### src/rtl/gpu_cache_fill_ctrl.sv
// Cache-line fill controller: captures texture/CLUT miss pulses, bursts one line from VRAM
// into the selected cache, then pulses the matching update-complete so the pipe can retry.
module gpu_cache_fill_ctrl #(
  parameter int MEM_DW     = 32,
  parameter int LINE_BYTES = 32
) (
  input  logic                                     clk,
  input  logic                                     i_rst,
  input  logic                                     requTexCacheUpdate,
  input  logic [19:0]                              adrTexCacheUpdate,
  output logic                                     updateTexCacheComplete,
  input  logic                                     requClutCacheUpdate,
  input  logic [19:0]                              adrClutCacheUpdate,
  output logic                                     updateClutCacheComplete,
  output logic                                     o_memReq,
  output logic [19:0]                              o_memAdr,
  input  logic                                     i_memAck,
  input  logic                                     i_memDataValid,
  input  logic [MEM_DW-1:0]                        i_memData,
  output logic                                     o_texWrite,
  output logic                                     o_clutWrite,
  output logic [19-$clog2(LINE_BYTES):0]           o_wrLine,
  output logic [$clog2(LINE_BYTES*8/MEM_DW)-1:0]   o_wrBeat,
  output logic [MEM_DW-1:0]                        o_wrData
);
  localparam int OFFW  = $clog2(LINE_BYTES);
  localparam int BEATS = LINE_BYTES * 8 / MEM_DW;
  localparam int BW    = $clog2(BEATS);
  localparam int CW    = BW + 1;
  localparam logic [19:0]   ADR_MASK = ~20'(LINE_BYTES - 1);
  localparam logic [CW-1:0] ALL_BEATS = CW'(BEATS);

  typedef enum logic [1:0] {S_IDLE, S_REQ, S_DATA, S_DONE} state_t;

  state_t r_state, w_next;

  logic              r_pendTex, r_pendClut, r_srcClut;
  logic [19:0]       r_adrTex, r_adrClut, r_memAdr;
  logic [CW-1:0]     r_beatCnt;
  logic              r_texWr, r_clutWr;
  logic [BW-1:0]     r_wrBeat;
  logic [19-OFFW:0]  r_wrLine;
  logic [MEM_DW-1:0] r_wrData;

  logic [19:0] w_texIn, w_clutIn;
  logic        w_texWant, w_clutWant, w_selTex, w_selClut;
  logic        w_busy, w_texCap, w_clutCap, w_beatAcc;

  assign w_texIn    = adrTexCacheUpdate & ADR_MASK;
  assign w_clutIn   = adrClutCacheUpdate & ADR_MASK;
  assign w_texWant  = r_pendTex | requTexCacheUpdate;
  assign w_clutWant = r_pendClut | requClutCacheUpdate;
  assign w_selTex   = (r_state == S_IDLE) && w_texWant;
  assign w_selClut  = (r_state == S_IDLE) && !w_texWant && w_clutWant;
  assign w_busy     = (r_state == S_REQ) || (r_state == S_DATA);

  // A source in DONE is no longer in service, so a same-cycle re-request is captured.
  assign w_texCap  = requTexCacheUpdate && !r_pendTex && !(w_busy && !r_srcClut) && !w_selTex;
  assign w_clutCap = requClutCacheUpdate && !r_pendClut && !(w_busy && r_srcClut) && !w_selClut;
  assign w_beatAcc = (r_state == S_DATA) && i_memDataValid && (r_beatCnt < ALL_BEATS);

  always_comb begin
    w_next = r_state;
    case (r_state)
      S_IDLE: if (w_texWant || w_clutWant) w_next = S_REQ;
      S_REQ:  if (i_memAck) w_next = S_DATA;
      // Leave DATA only after the last registered beat has been presented to the cache.
      S_DATA: if (r_beatCnt == ALL_BEATS) w_next = S_DONE;
      S_DONE: w_next = S_IDLE;
      default: w_next = S_IDLE;
    endcase
  end

  always_ff @(posedge clk) begin
    if (i_rst) r_state <= S_IDLE;
    else       r_state <= w_next;
  end

  always_ff @(posedge clk) begin
    if (i_rst) begin
      r_pendTex  <= 1'b0;
      r_pendClut <= 1'b0;
      r_srcClut  <= 1'b0;
      r_adrTex   <= '0;
      r_adrClut  <= '0;
      r_memAdr   <= '0;
      r_beatCnt  <= '0;
      r_texWr    <= 1'b0;
      r_clutWr   <= 1'b0;
      r_wrBeat   <= '0;
      r_wrLine   <= '0;
      r_wrData   <= '0;
    end else begin
      r_texWr  <= 1'b0;
      r_clutWr <= 1'b0;

      if (w_selTex) begin
        r_pendTex <= 1'b0;
        r_srcClut <= 1'b0;
        r_memAdr  <= r_pendTex ? r_adrTex : w_texIn;
      end else if (w_texCap) begin
        r_pendTex <= 1'b1;
        r_adrTex  <= w_texIn;
      end

      if (w_selClut) begin
        r_pendClut <= 1'b0;
        r_srcClut  <= 1'b1;
        r_memAdr   <= r_pendClut ? r_adrClut : w_clutIn;
      end else if (w_clutCap) begin
        r_pendClut <= 1'b1;
        r_adrClut  <= w_clutIn;
      end

      if ((r_state == S_REQ && i_memAck) || r_state == S_DONE)
        r_beatCnt <= '0;

      if (w_beatAcc) begin
        r_beatCnt <= r_beatCnt + 1'b1;
        r_texWr   <= !r_srcClut;
        r_clutWr  <= r_srcClut;
        r_wrBeat  <= r_beatCnt[BW-1:0];
        r_wrLine  <= r_memAdr[19:OFFW];
        r_wrData  <= i_memData;
      end
    end
  end

  assign o_memReq                = (r_state == S_REQ);
  assign o_memAdr                = r_memAdr;
  assign o_texWrite              = r_texWr;
  assign o_clutWrite             = r_clutWr;
  assign o_wrBeat                = r_wrBeat;
  assign o_wrLine                = r_wrLine;
  assign o_wrData                = r_wrData;
  assign updateTexCacheComplete  = (r_state == S_DONE) && !r_srcClut;
  assign updateClutCacheComplete = (r_state == S_DONE) && r_srcClut;

endmodule

### config.mk
export PLATFORM = sky130hd
export DESIGN_NAME = gpu_cache_fill_ctrl
export DESIGN_NICKNAME = d
export VERILOG_FILES = /design/src/rtl/gpu_cache_fill_ctrl.sv
export SDC_FILE = /design/constraint.sdc
export NUM_CORES = 1
export LEC_CHECK = 0
export CAP_MARGIN = 15
export CORE_UTILIZATION = 41
export CTS_BUF_LIST = sky130_fd_sc_hd__clkbuf_8 sky130_fd_sc_hd__clkbuf_16
export DETAILED_ROUTE_END_ITERATION = 12
export PLACE_DENSITY = 0.76
export SYNTH_ARGS = -nofsm -noshare
export SYNTH_HDL_FRONTEND = slang
export SYNTH_SLANG_ARGS = --single-unit
### constraint.sdc
create_clock -name clk -period 1.7 [get_ports clk]
set_clock_uncertainty 0.15 [all_clocks]
set_input_delay 0.34 -clock clk [delete_from_list [all_inputs] [get_ports clk]]
set_output_delay 0.34 -clock clk [all_outputs]
set_load 0.01 [all_outputs]
==> flow_summary.ini, run 1 <==
[worst_setup_path]
arrival_ps = 1990
reg2reg_from = r_state[1]
r2r_cells = 7
endpoint_kind = flip-flop
start_kind = flip-flop
cp-startpoint = r_state[1]
worstSetupPathType = reg -> reg
ff2ff_setup_slack_ps = -180
critPathMaxFanout = 8
r2r_end = r_adrClut[11]
worstPathRequired_ps = 1820

[grt]
grt_overflow = 0
grt_max_degree = 35
grt_pass1_wl_mm = 20.6
antenna_found_initial = 0
grt_pass1_vias = 4231
grt_use_total = 0.227

[timing]
post-route-period-util = 1.10
fin_ws_ps = -177
max_freq_mhz = 533
rsz0062_at_grt = yes
setup_viol = 59
min_period_ps = 1880
whs_ps = 238
finalMaxSlewViolations = 0
hold_viol = 0

[die]
die_x_um = 106
io_pins = 153
num_rows = 37
core_mm2 = 0.0105
start_util = 0.428
dieArea_mm2 = 0.0113
die_h_um = 106

[final_layout]
postLayoutCoreUtil = 0.682
drive_gt1_frac = 0.246
antenna_cells = 0
fin_cells = 831
nets = 775
area_delta_synth_final_pct = 59.4

[logic_synthesis]
netlist_instances = 527
yosysWarnings = 0
synth_cell_types = 35
ys_seq_elements = 106
yosysSeqAreaShare = 0.474
syn_area_mm2 = 0.00448
syn_avg_cell_area_um2 = 8.49

[detailed_routing]
via_per_inst = 5.40
wl_per_cell_um = 16.9
drc = 0
firstDrtPassIters = 5
vias = 4486
drtIter0Drc = 341
postRouteAntennaNets = 0
drt_wl_total_mm = 14.1

[placement]
dp_hpwl_mm = 8.65
place_congestion = 0.807
dp_cells = 792
numPortBuffers = 137

[job]
cap_violations = 0

[cts]
insertion_delay_ps = 370
numCtsBuffers = 9
htree_num_levels = 3
clock_path_buffers = 2
hold_buffers = 0
cts_tree = built
clk_pin_slew_ps = 110
clock-sinks = 106
clock_tree.root_cell = clkbuf_8

[pwr]
irDropWorstVdd_mv = 0.751
p_leak_nw = 2.95
power_w = 0.00903
p_per_area_mw_per_mm2 = 1270

[worst_hold_path]
min_from = i_rst
hold_path_depth = 2
min_to = o_wrLine[0]
hold_class = in -> reg

[outcome]
outcome = finished with violations
failed_checks = negative setup slack
how the worst max path moves through the flow:
| stage | end | slack, ps |
|---|---|---|
| after global placement | o_memAdr[9] | -440 |
| after global routing | r_adrClut[7] | -220 |
| after detailed placement | o_memAdr[9] | -440 |
| final | r_adrClut[11] | -180 |
| after CTS | r_adrTex[10] | -110 |
| after floorplan | o_memAdr[8] | 20 |
cells in the final DEF, fill, tap and decap left out, drive strengths merged, types with 5 or more instances in the layout:
| master | instances |
|---|---|
| mux2i | 31 |
| clkbuf | 15 |
| o31a | 13 |
| inv | 10 |
| a211oi | 17 |
| dlygate4sd2 | 67 |
| ha | 7 |
| conb | 5 |
| o22ai | 13 |
| buf | 57 |
| a21oi | 57 |
| nor3 | 43 |
| clkdlybuf4s50 | 66 |
| dfxtp | 106 |
| nand2 | 107 |
| nor2 | 41 |
| nor2b | 17 |
what timing repair did:
action | in CTS | in global routing
gates cloned | 4 | 6
setup endpoints to repair | 170 | 104
setup buffers | 7 | 7
gates resized for setup | 129 | 85
pin swaps | 11 | 27
final cells by class:
cell class                      count  area, µm²
Fill cell                         811       3330
Clock buffer                       10        138
Timing Repair Buffer              196       2070
Tap cell                          136        170
Multi-Input combinational cell    372       2520
Sequential cell                   106       2140
Clock inverter                      6       78.8
Inverter                            5       21.3
cells in the mapped netlist:
master       n  area, µm²
a2111oi_0    1       8.76
a2111oi_2    1       15.0
a211oi_1    17        128
a21oi_1     57        285
a221oi_1     1       8.76
a22oi_1      1       7.51
and2_1       2       12.5
and3_1       1       6.26
and3b_1      1       8.76
buf_1        2       7.51
buf_12       1       20.0
buf_2        8       40.0
buf_4        6       45.0
buf_6        6       67.6
clkbuf_1    25       93.8
conb_1       1       3.75
dfxtp_1    106       2120
ha_1         7       87.6
inv_1        5       18.8
mux2i_1     31        310
nand2_1    107        402
nand2b_1     2       12.5
nand3b_1     3       22.5
nand4_1      1       6.26
nand4bb_1    1       11.3
nor2_1      41        154
nor2b_1     17        106
nor3_1      43        215
nor3b_1      1       7.51
nor3b_4      1       18.8
o21ai_0      2       10.0
o21ai_2      1       8.76
o22ai_1     13       81.3
o311ai_0     1       8.76
o31a_1      13        114
power by group:
group	leakage (nW)	total [W]	switching (W)	internal [W]
Sequential	0.867	0.00334	0.000394	0.00294
Clock	0.112	0.00170	0.000940	0.000760
Combinational	1.97	0.00399	0.00193	0.00206
logic make-up after synthesis:
family | Yosys count | synth area share
simple gates | 221 | 0.220
compound gates | 108 | 0.151
buf+inv | 53 | 0.0654
flops | 106 | 0.474
fa+ha+maj | 7 | 0.0196
mux | 31 | 0.0693
other cells | 1 | 0.000838
worst max-delay path, stage by stage, from the launching register on:
cell	delay, ps
dfxtp_4	370
inv_2	80
ha_4	160
nor3b_4	320
nand4bb_4	250
buf_12	160
mux2i_2	230
nor2_1	60
metal layers:
layer,part of all wire,track usage,up-vias
met5,0,0,-
met4,0.019,0.0783,0
met3,0.071,0.0343,24
met2,0.49,0.384,212
met1,0.42,0.295,2128
li1,-,-,2122
state kept, by name (all words and copies together), names as in the netlist:
name and count:
r_beatCnt 4, r_pendTex 1, r_srcClut 1, o_wrBeat 3, r_state 2, r_pendClut 1, o_wrData 32, o_memAdr 15
r_adrClut 15, o_texWrite 1, r_adrTex 15, o_wrLine 15, o_clutWrite 1
per-stage QoR:
stage / setup TNS [ps] / area [µm²] / setup slack [ps]
after CTS: -1400 / 6650 / -108
final: -5400 / 7140 / -177
after global placement: -19470 / 6150 / -441
after detailed placement: -23980 / 6150 / -436
after global routing: -10330 / 7140 / -222
after floorplan: 0 / 4510 / 17.3
Note: power is estimated with default switching activity, not from simulation.
==> run 2: changes to the inputs <==
- GPL_ROUTABILITY_DRIVEN: unset -> 0
==> results of run 2 <==
The final DEF is identical to that of run 1; final timing and power are the same.
==> run 3: changes to the inputs <==
- CTS_CLUSTER_DIAMETER: unset -> 60
==> results of run 3 <==
The final DEF is identical to that of run 1; final timing and power are the same.
